File: config.mk
export PLATFORM = sky130hd
export DESIGN_NAME = bitwise_logic_unit
export DESIGN_NICKNAME = d
export VERILOG_FILES = /design/src/rtl/blu_defs_pkg.sv /design/src/rtl/bitwise_logic_unit_slice.sv /design/src/rtl/bitwise_logic_unit.sv
export SDC_FILE = /design/constraint.sdc
export NUM_CORES = 1
export LEC_CHECK = 0
export CAP_MARGIN = 20
export CORE_UTILIZATION = 33
export DETAILED_ROUTE_END_ITERATION = 6
export HOLD_SLACK_MARGIN = 0.08
export SLEW_MARGIN = 20
export SYNTH_ARGS = -nofsm -noshare
export SYNTH_HDL_FRONTEND = slang
export SYNTH_SLANG_ARGS = --single-unit
File: constraint.sdc
create_clock -name clock -period 3.24 [get_ports clock]
set_input_delay 0.972 -clock clock [delete_from_list [all_inputs] [get_ports clock]]
set_output_delay 0.972 -clock clock [all_outputs]
set_load 0.02 [all_outputs]
File: src/rtl/blu_defs_pkg.sv
// Shared definitions for the bitwise logic unit: opcode encodings and FSM states.
// Optional feature macro: BLU_FLAGS_EN (adds flag_zero / flag_ones outputs).
package blu_defs_pkg;

    localparam logic [2:0] BLU_AND  = 3'b000;
    localparam logic [2:0] BLU_OR   = 3'b001;
    localparam logic [2:0] BLU_XOR  = 3'b010;
    localparam logic [2:0] BLU_NAND = 3'b011;
    localparam logic [2:0] BLU_NOR  = 3'b100;
    localparam logic [2:0] BLU_XNOR = 3'b101;
    localparam logic [2:0] BLU_ANDN = 3'b110;
    localparam logic [2:0] BLU_NOTA = 3'b111;

    typedef enum logic [1:0] {
        IDLE = 2'b00,
        RUN  = 2'b01,
        DONE = 2'b10
    } blu_state_t;

endpackage

File: src/rtl/bitwise_logic_unit_slice.sv
// Combinational CHUNK-bit datapath: applies one of the eight bitwise ops to a slice.
module blu_slice
    import blu_defs_pkg::*;
#(
    parameter int CHUNK = 8
) (
    input  logic [CHUNK-1:0] a,
    input  logic [CHUNK-1:0] b,
    input  logic [2:0]       op,
    output logic [CHUNK-1:0] y
);

    // Select the bitwise function for the current slice
    always_comb begin
        y = {CHUNK{1'b0}};
        case (op)
            BLU_AND:  y = a & b;
            BLU_OR:   y = a | b;
            BLU_XOR:  y = a ^ b;
            BLU_NAND: y = ~(a & b);
            BLU_NOR:  y = ~(a | b);
            BLU_XNOR: y = ~(a ^ b);
            BLU_ANDN: y = a & ~b;
            BLU_NOTA: y = ~a;
            default:  y = {CHUNK{1'b0}};
        endcase
    end

endmodule

File: src/rtl/bitwise_logic_unit.sv
// Multi-cycle bitwise logic unit: latches operands on start, computes CHUNK bits
// per RUN cycle, then pulses data_resultRDY for one cycle in DONE.
// Optional feature macro: BLU_FLAGS_EN adds flag_zero / flag_ones result flags.
module bitwise_logic_unit
    import blu_defs_pkg::*;
#(
    parameter int WIDTH = 32,
    parameter int CHUNK = 8
) (
    input  logic             clock,
    input  logic             resetn,
    input  logic             ctrl_start,
    input  logic [2:0]       ctrl_op,
    input  logic [WIDTH-1:0] data_A,
    input  logic [WIDTH-1:0] data_B,
    output logic             busy,
    output logic             data_resultRDY,
`ifdef BLU_FLAGS_EN
    output logic             flag_zero,
    output logic             flag_ones,
`endif
    output logic [WIDTH-1:0] data_result
);

    localparam int N    = WIDTH / CHUNK;
    localparam int IDXW = (N > 1) ? $clog2(N) : 1;
    localparam logic [IDXW-1:0] IDX_LAST = IDXW'(N - 1);

    // Trap operand widths that do not split into whole slices
    if (WIDTH % CHUNK != 0) begin : g_width_check
        $error("bitwise_logic_unit: WIDTH must be a multiple of CHUNK");
    end

    blu_state_t       state_r;
    logic [IDXW-1:0]  idx_r;
    logic [WIDTH-1:0] a_r;
    logic [WIDTH-1:0] b_r;
    logic [2:0]       op_r;
    logic [WIDTH-1:0] result_r;
    logic             busy_r;
    logic             rdy_r;
    logic [CHUNK-1:0] a_slice_s;
    logic [CHUNK-1:0] b_slice_s;
    logic [CHUNK-1:0] y_slice_s;
    logic             accept_s;
`ifdef BLU_FLAGS_EN
    logic             flag_zero_r;
    logic             flag_ones_r;
`endif

    // A new request is only taken when no operation is in flight
    always_comb begin
        accept_s = ctrl_start && ((state_r == IDLE) || (state_r == DONE));
    end

    // Feed the single slice datapath from the latched operands at the current index
    always_comb begin
        a_slice_s = a_r[idx_r * CHUNK +: CHUNK];
        b_slice_s = b_r[idx_r * CHUNK +: CHUNK];
    end

    blu_slice #(.CHUNK(CHUNK)) u_slice (
        .a  (a_slice_s),
        .b  (b_slice_s),
        .op (op_r),
        .y  (y_slice_s)
    );

    // FSM, operand latches, slice index and result register
    always_ff @(posedge clock or negedge resetn) begin
        if (!resetn) begin
            state_r     <= IDLE;
            idx_r       <= {IDXW{1'b0}};
            a_r         <= {WIDTH{1'b0}};
            b_r         <= {WIDTH{1'b0}};
            op_r        <= 3'b000;
            result_r    <= {WIDTH{1'b0}};
            busy_r      <= 1'b0;
            rdy_r       <= 1'b0;
`ifdef BLU_FLAGS_EN
            flag_zero_r <= 1'b0;
            flag_ones_r <= 1'b0;
`endif
        end else if (accept_s) begin
            // Operands are captured here so later input changes cannot disturb the run
            state_r     <= RUN;
            idx_r       <= {IDXW{1'b0}};
            a_r         <= data_A;
            b_r         <= data_B;
            op_r        <= ctrl_op;
            busy_r      <= 1'b1;
            rdy_r       <= 1'b0;
`ifdef BLU_FLAGS_EN
            flag_zero_r <= 1'b1;
            flag_ones_r <= 1'b1;
`endif
        end else begin
            case (state_r)
                IDLE: begin
                    busy_r <= 1'b0;
                    rdy_r  <= 1'b0;
                end
                RUN: begin
                    result_r[idx_r * CHUNK +: CHUNK] <= y_slice_s;
`ifdef BLU_FLAGS_EN
                    flag_zero_r <= flag_zero_r & (y_slice_s == {CHUNK{1'b0}});
                    flag_ones_r <= flag_ones_r & (&y_slice_s);
`endif
                    if (idx_r == IDX_LAST) begin
                        state_r <= DONE;
                        busy_r  <= 1'b0;
                        rdy_r   <= 1'b1;
                    end else begin
                        idx_r   <= idx_r + IDXW'(1);
                        busy_r  <= 1'b1;
                        rdy_r   <= 1'b0;
                    end
                end
                DONE: begin
                    state_r <= IDLE;
                    busy_r  <= 1'b0;
                    rdy_r   <= 1'b0;
                end
                default: begin
                    state_r <= IDLE;
                    busy_r  <= 1'b0;
                    rdy_r   <= 1'b0;
                end
            endcase
        end
    end

    assign busy           = busy_r;
    assign data_resultRDY = rdy_r;
    assign data_result    = result_r;
`ifdef BLU_FLAGS_EN
    assign flag_zero      = flag_zero_r;
    assign flag_ones      = flag_ones_r;
`endif

endmodule

Word level (Yosys, flattened, before mapping)
Index checks and enable logic that the tools add are counted.

Word-level logic and storage cells: 59. Register bits after elaboration: 105.

Reductions and logical operators: 8. Equality and inequality tests: 13. Bitwise operators: 10. Mux-type cells: 14. Add/subtract/negate cells: 2. Shift-type cells: 4.

Operators with widths (count): one-hot mux 8 bit (8 select lines) (1); variable part select 32 x 6 -> 8 bit (2); NOT 8 bit (5); negator 5 -> 34 bit (1); variable shift 8 x 34 -> 32 bit (first input constant) (1); variable part select 8 x 34 -> 32 bit (1); bitwise mux 32 bit (1); bitwise AND 8 bit (2); equality test 3 bit (second input constant) (4); two-way mux 2 bit (5); OR 8 bit (1); XOR 8 bit (1); equality test 3 x 2 -> 1 bit (second input constant) (2); two-way mux 1 bit (6); AND reduction 2 bit (3); equality test 2 bit (second input constant) (2); != test 2 bit (second input constant) (2); one-hot mux 2 bit (2 select lines) (1); equality test 3 x 1 -> 1 bit (second input constant) (1); zero test 3 bit (1); != test 3 bit (second input constant) (1); adder 2 x 1 -> 2 bit (second input constant) (1); equality test 2 x 1 -> 1 bit (second input constant) (1); zero test 2 bit (1); 4 further kinds (4).

Longest topological paths before layout
Gate-level depths: netlist of the first run.

Depth after elaboration: 6. Mapped depth: 11. Gate-level depth less buffers: 9.

Cells and area by module
A second synthesis of the first run with hierarchy kept.

Cells, all modules: 478. Area total of the unflattened synthesis: 5818.1 sq um.

By module, submodules not included: bitwise_logic_unit (times used 1, sequential area each 2627.5 sq um, area each 4783.3 sq um, cells each 342); blu_slice (times used 1, sequential area each 0.0 sq um, area each 1034.7 sq um, cells each 136).

Worst setup path before layout of the first run
OpenSTA, ideal clock, no wires.

Kind: reg-to-reg. From: register idx_r[0]. To: register result_r[0] (netlist: data_result[0]). Data required time: 3105 ps. Period minus slack after synthesis: 2491 ps. Buffers on the path: 2. Path slack: 749 ps. Stages on the path, launching flop included: 9. Arrival time: 2355 ps. Setup time: 135 ps. Path through: dfrtp_1 buf_4 buf_6 mux4_2 inv_1 ha_1 a221o_1 a221oi_2 o21ai_0.

Cells in the longest elaborated chain, start to end: 6. Elaborated cells between the ends (all ways): 16. Classes of those cells: 1 x add/sub; 4 x shift; 2 x mux; 9 x bitwise.

RTL lines: start, declared (line bitwise_logic_unit.sv:35) `logic [IDXW-1:0] idx_r;`; start signal, assigned (line bitwise_logic_unit.sv:73) `idx_r <= {IDXW{1'b0}};`; start signal, assigned (line bitwise_logic_unit.sv:87) `idx_r <= {IDXW{1'b0}};`; start signal, assigned (line bitwise_logic_unit.sv:114) `idx_r <= idx_r + IDXW'(1);`; variable part select 32 x 6 -> 8 bit (on tied branches) (line bitwise_logic_unit.sv:59, bitwise_logic_unit.sv:58); NOT 8 bit, or another cell as far along (line bitwise_logic_unit_slice.sv:23) `BLU_ANDN: y = a & ~b;`; bitwise AND 8 bit, or another cell as far along (line bitwise_logic_unit_slice.sv:23); one-hot mux 8 bit (8 select lines) (line bitwise_logic_unit_slice.sv:16) `case (op)`; variable part select 8 x 34 -> 32 bit (line bitwise_logic_unit.sv:104) `result_r[idx_r * CHUNK +: CHUNK] <= y_slice_s;`; bitwise mux 32 bit (*) (line bitwise_logic_unit.sv:104); end signal, assigned (line bitwise_logic_unit.sv:77) `result_r <= {WIDTH{1'b0}};`; end signal, assigned by index (line bitwise_logic_unit.sv:104); end, declared (line bitwise_logic_unit.sv:39) `logic [WIDTH-1:0] result_r;`.

Mark *: on every way between the ends. The rest lies on a longest branch, timed or not. A chain may end at the register's enable or synchronous reset.

Final worst setup path of the first run
From: register idx_r[0]. To: register result_r[8] (netlist: data_result[8]).

The elaborated chain is that of the path after synthesis.

==> reports/results.ini, run 1 <==
[timing]
fmax_ghz = 0.3407
hold_viol_final = 0
skew_ns = 0.005658
relSlewSlack = 0.4111
tightestPinTransition_ns = 0.8833
tns_ns = 0
fin_crit_sh = 0.9059
setup_viol = 0
drv_slew = 0
fin_crit_ns = 2.935
rsz0062_at_grt = no

[cts]
path_clk_slew_ns = 0.07
cts_root_buf = clkbuf_16
cts_htree_levels = 3
cts_setup_buffers = 0
clock_latency_ns = 0.35
cts_tree = yes
cts_resized = 0
numCtsBuffers = 9
cts.sinks = 105
holdBufCountCts = 0
cts.path.max_buffers = 2

[worst_setup_path]
critPathLaunch = idx_r[0]
cp-start-kind = flop
rr_endpoint = data_result[8]
path_class = flop to flop
crit_required_ns = 3.45
end_kind = flop
crit_fanout = 16
timing.rr.start = idx_r[0]
ff2ff_setup_slack_ns = 0.30
reg2reg_depth = 8
cp_data_arrival_time_ns = 3.14
endpoint = data_result[8]

[power]
p_comb_frac = 0.529
vdd_drop_max_mv = 0.3807
switchingPower_w = 0.003100
seqPwrFrac = 0.321
p_leak_nw = 3.038
p_sw_frac = 0.4056
p_clk_frac = 0.150
internal_power_w = 0.004542
power_density_mw_per_mm2 = 1051

[cells_and_area]
drive_above_1_share = 0.2182
syn2layout_area_growth_pct = 29.23
fin_area_mm2 = 0.007269
n_antenna_cell = 0
final_nets = 677

[logic_synthesis]
async_flop_share = 1.000
syn_area_per_cell_um2 = 11.84
synth-warning-count = 0
syn-num-nets = 575
seq_area_frac_synth = 0.4671
syn_inst = 475
netlist_area_mm2 = 0.005625
ys_ff_latch = 105
synth.distinct_cells = 48
synth_edf_count = 0
yosys.area.top_type = dfrtp_1
synth_top_area_frac = 0.4671
synth_area_leaders = dfrtp_1 (47%), mux2_2 (15%), ha_1 (6.7%), mux4_2 (3.6%), o21ai_0 (3.0%)
ys.flop_type = dfrtp_1

[hold_path]
hold_path.class = flop to flop

[die]
rows = 47
die_h_um = 132.6
die_w_um = 132.6
core-area_mm2 = 0.01664
dieArea_mm2 = 0.01757
io_pins = 104
initial_utilization = 0.3380

[drt]
ant_nets = 0
drcViolationCount = 0
wl_mm = 13.62
vias = 4100
first_pass_iters = 4
avgRoutedWirePerCell_um = 16.98
vias_per_cell = 5.112
drt_iter0_drc = 276

[placed_design]
port_buffers = 103
place.gp.congestion = 0.8417
placed_area_mm2 = 0.006953
dpl.hpwl_mm = 10.45

[run]
cap_violations = 0

[grt]
grt_overflow = 0
grtUsageTotal = 0.1678
grtUsageMet3 = 0.04291
grt_max_degree = 48
busiest_layer = met2
grt_pass1_wl_mm = 22.84
met2_usage = 0.2789
grt_use_met1 = 0.2153
antenna_found_initial = 0
grt_pass1_vias = 4409

[status]
status = finished, final reports clean

-- worst max-delay path, stage by stage, from the launching register on --
cell	delay (ns)
dfrtp_2	0.65
mux2_2	0.42
o21ai_0	0.23
inv_1	0.10
ha_1	0.21
nor2b_1	0.13
a221o_1	0.33
a221oi_2	0.54
o21ai_0	0.18
-- placed cells by master, fill, tap and decap left out, types with 2 or more instances in the layout --
cell,instances
dfrtp_1,104
clkdlybuf4s50_1,102
mux2_2,75
nand2_1,34
o21ai_0,34
ha_1,30
inv_1,20
mux2i_1,16
nand2b_1,15
buf_4,14
mux4_2,9
clkbuf_16,9
nor2_1,8
a22oi_1,8
nand3b_1,7
o2bb2ai_1,7
o21ai_1,7
and2_1,6
a21oi_1,5
nor2b_1,5
a32oi_1,5
o221ai_1,4
o211ai_1,4
nor4_1,4
nor3_1,4
buf_12,4
a32o_1,3
a31o_2,3
or3_1,3
clkbuf_8,3
and3b_1,2
o22ai_1,2
a211oi_2,2
o32ai_1,2
and3_1,2
-- area by class of cell --
cell class	count	area (um^2)
Fill cell	1563	9373
Timing Repair Buffer	120	1206
Inverter	20	75.07
Clock buffer	13	270.3
Tap cell	220	275.3
Multi-Input combinational cell	321	2768
Sequential cell	105	2629
Clock inverter	3	46.29
-- Yosys cell counts (3+ instances only) --
| library cell | count |
|---|---|
| nor3_1 | 4 |
| a22oi_1 | 8 |
| inv_1 | 20 |
| mux4_2 | 9 |
| nor2_1 | 8 |
| and2_1 | 6 |
| nor4_1 | 4 |
| a32o_1 | 3 |
| o221ai_1 | 4 |
| o21ai_1 | 7 |
| mux2i_1 | 16 |
| ha_1 | 30 |
| a21oi_1 | 5 |
| mux2_2 | 75 |
| buf_2 | 16 |
| or3_1 | 3 |
| clkbuf_1 | 6 |
| nand2_1 | 34 |
| buf_4 | 5 |
| nand2b_1 | 15 |
| o21ai_0 | 34 |
| o2bb2ai_1 | 7 |
| nand3b_1 | 7 |
| nor2b_1 | 6 |
| dfrtp_1 | 105 |
| o211ai_1 | 4 |
| a31o_2 | 3 |
| a32oi_1 | 5 |
-- stage by stage --
stage	util	setup WS, ns	hold WS, ns	total power [W]	std cells
floorplan	-	0.7493	0.4750	0.005218	475
global placement	0.4178	0.3098	0.4675	0.006346	786
detailed placement	0.4178	0.2973	0.4765	0.006547	786
CTS	0.4368	0.2881	0.4918	0.007718	802
global route	0.4368	0.04492	0.5175	0.008319	802
finish	0.4368	0.3049	0.4840	0.007642	802
-- worst min-delay path by stage --
| stage | from | end | slack (ns) | cells after the start |
|---|---|---|---|---|
| floorplan | a_r[10] | a_r[10] | 0.47 | 1 |
| global placement | data_result[11] | data_result[11] | 0.47 | 2 |
| detailed placement | data_result[30] | data_result[30] | 0.48 | 2 |
| CTS | data_result[30] | data_result[30] | 0.49 | 2 |
| global route | data_result[19] | data_result[19] | 0.52 | 2 |
| finish | data_result[11] | data_result[11] | 0.48 | 2 |
-- layer usage --
layer,routed length (um),up-vias
met5,0,-
met2,6651,125
met1,5995,2021
met4,227,0
li1,-,1938
met3,746,16
-- power groups by stage --
stage               clock network (W)  registers [W]  logic, W
finish                        0.00115        0.00245   0.00404
global placement                    0        0.00247   0.00387
CTS                           0.00118        0.00247   0.00407
detailed placement                  0        0.00249   0.00405
global route                  0.00124        0.00257   0.00451
floorplan                           0        0.00233   0.00289
-- cells by family (layout without fill, tap and decap cells) --
logic type                 after synthesis  in the layout  share of synthesized area
adders and majority gates               30             30                    0.06673
AOI/OAI and AO/OA                       92             92                     0.1123
buffers and inverters                   49            156                    0.04226
and+or+nand+nor                         99             99                    0.09698
muxes                                  100            100                     0.2146
DFF                                    105            105                     0.4671
-- state kept, by name (all words and copies together), names as in the netlist --
| name | count |
|---|---|
| op_r | 3 |
| data_result | 32 |
| b_r | 32 |
| data_resultRDY | 1 |
| a_r | 32 |
| busy | 1 |
| idx_r | 2 |
| state_r | 2 |
(Power assumes the default switching activity.)
==> run 2: changes to the inputs <==
--- a/config.mk
+++ b/config.mk
@@ -9,6 +9,7 @@
 export CORE_UTILIZATION = 33
 export DETAILED_ROUTE_END_ITERATION = 6
 export HOLD_SLACK_MARGIN = 0.08
+export REMOVE_ABC_BUFFERS = 1
 export SLEW_MARGIN = 20
 export SYNTH_ARGS = -nofsm -noshare
 export SYNTH_HDL_FRONTEND = slang
==> run 2 against run 1 <==
Count of clock-buffer cells in the layout shrank 3. Via count shrank 0.17%. Worst setup slack gained 0.043 ns. Sequential power shrank 2%. Clock skew is essentially flat. Clock power shrank 8%. Largest power group unchanged.
==> reports/results.ini, run 2 (same netlist as run 1, synthesis figures left out) <==
[status]
status = finished, final reports clean

[worst_setup_path]
crit_required_ns = 3.46
crit_fanout = 19
slowest_stage = dfrtp_2
end_kind = flop
crit_chain = mux2_2 -> o21ai_0 -> inv_1 -> ha_1 -> nor2b_1 -> a221o_1 -> a221oi_2 -> o21ai_0
cp_data_arrival_time_ns = 3.11
path_class = flop to flop
crit_path_max_incr_delay_ns = 0.75
crit_top_cell = o21ai_0
reg2reg_depth = 8
cp-start-kind = flop

[timing]
rsz0062_at_grt = no
skew_ns = 0.005778
hold_viol_final = 0
drv_slew = 0
setup_viol = 0
fin_crit_sh = 0.8926
fmax_ghz = 0.3458
fin_crit_ns = 2.892
relSlewSlack = 0.4826
tightestPinTransition_ns = 0.7690

[cells_and_area]
stdcell_count = 799
fin_util = 0.4308
layout_commonest_cell = dfrtp_1
n_antenna_cell = 0
drive_above_1_share = 0.2159
mostFrequentLayoutCells = dfrtp_1 (104), clkdlybuf4s50_1 (102), mux2_2 (75), nand2_1 (34), o21ai_0 (34)
syn2layout_area_growth_pct = 27.45
final_nets = 674

[grt]
grt_overflow = 0
met2_usage = 0.2629
busiest_layer = met2
grt_pass1_wl_mm = 22.39
grt_max_degree = 59
grt_use_met1 = 0.2168
grtUsageMet3 = 0.04061
grtUsageTotal = 0.1624
grt_pass1_vias = 4273
antenna_found_initial = 0

[cts]
cts.path.max_buffers = 2
cts_resized = 0
cts_tree = yes
cts.sinks = 105
clock_latency_ns = 0.35
path_clk_slew_ns = 0.07
cts_htree_levels = 3
cts_root_buf = clkbuf_16
numCtsBuffers = 9
holdBufCountCts = 0
cts_setup_buffers = 0

[die]
dieArea_mm2 = 0.01757
rows = 47
initial_utilization = 0.3380
io_pins = 104
die_w_um = 132.6
core-area_mm2 = 0.01664
die_h_um = 132.6

[hold_path]
hold_path.class = flop to flop
hold_depth = 2

[placed_design]
port_buffers = 103
dpl.hpwl_mm = 10.16
place.gp.congestion = 0.8352
dp_cells = 783

[drt]
drt_iter0_drc = 192
vias_per_cell = 5.123
ant_nets = 0
vias = 4093
avgRoutedWirePerCell_um = 16.86
drcViolationCount = 0
wl_mm = 13.47
first_pass_iters = 4

[power]
p_leak_nw = 2.989
power_density_mw_per_mm2 = 1042
vdd_drop_max_mv = 0.3743

[run]
cap_violations = 0

-- run 2: cell count changes in the layout (fill, tap and decap cells not counted), sizes merged --
cell / before / now
bufinv: 1 / 0
inv: 21 / 22
clkinv: 0 / 2
clkbuf: 13 / 10
clkinvlp: 1 / 2
buf: 18 / 15
-- run 2: worst max-delay path, delay by kind of cell, from the launching register on --
family	cells	cell delay, ns
flip-flops	1	0.75
multiplexers	1	0.41
buffers and inverters	1	0.11
AO/OA/AOI/OAI	4	1.13
AND/OR/NAND/NOR	1	0.13
adder cells (fa/ha/maj)	1	0.22
-- run 2: per-stage QoR --
step	total power (W)	hold WS [ns]	area, um^2	worst slack, ns	setup TNS, ns
after floorplan	0.005101	0.4751	5463	-1.308	-92.17
after global placement	0.006226	0.4672	6880	0.4655	0
after detailed placement	0.006457	0.4736	6880	0.3277	0
after CTS	0.007545	0.4907	7169	0.3075	0
after global routing	0.008069	0.5135	7169	0.1338	0
final	0.007471	0.4847	7169	0.3479	0
-- run 2: final cells by class --
cell class	count	area (um^2)
fill	1574	9473
multi-input combinational	321	2768
sequential	105	2629
timing repair buffer	117	1134
tap	220	275.3
clock buffer	10	239.0
inverter	20	75.07
clock inverter	6	50.05
-- run 2: final timing paths --
check                      slack (ns)            start               to
hold / removal                   0.48  data_result[21]  data_result[21]
max in group asynchronous        1.66           resetn           b_r[5]
setup reg to reg                 0.35         idx_r[0]   data_result[8]
hold reg to reg                  0.48  data_result[21]  data_result[21]
min in group asynchronous        0.68           resetn   data_resultRDY
setup / recovery                 0.35         idx_r[0]   data_result[8]
-- run 2: metal layers --
metal / wire, um / share of wire
met1: 6224 / 0.46
met5: 0 / 0
met4: 142 / 0.011
met3: 689 / 0.051
met2: 6416 / 0.48
-- run 2: power by group --
part           internal, W  total [W]  switching [W]
Combinational      0.00194    0.00402        0.00208
Sequential         0.00190    0.00239       0.000487
Clock             0.000551    0.00106       0.000511
Total              0.00440    0.00747        0.00307
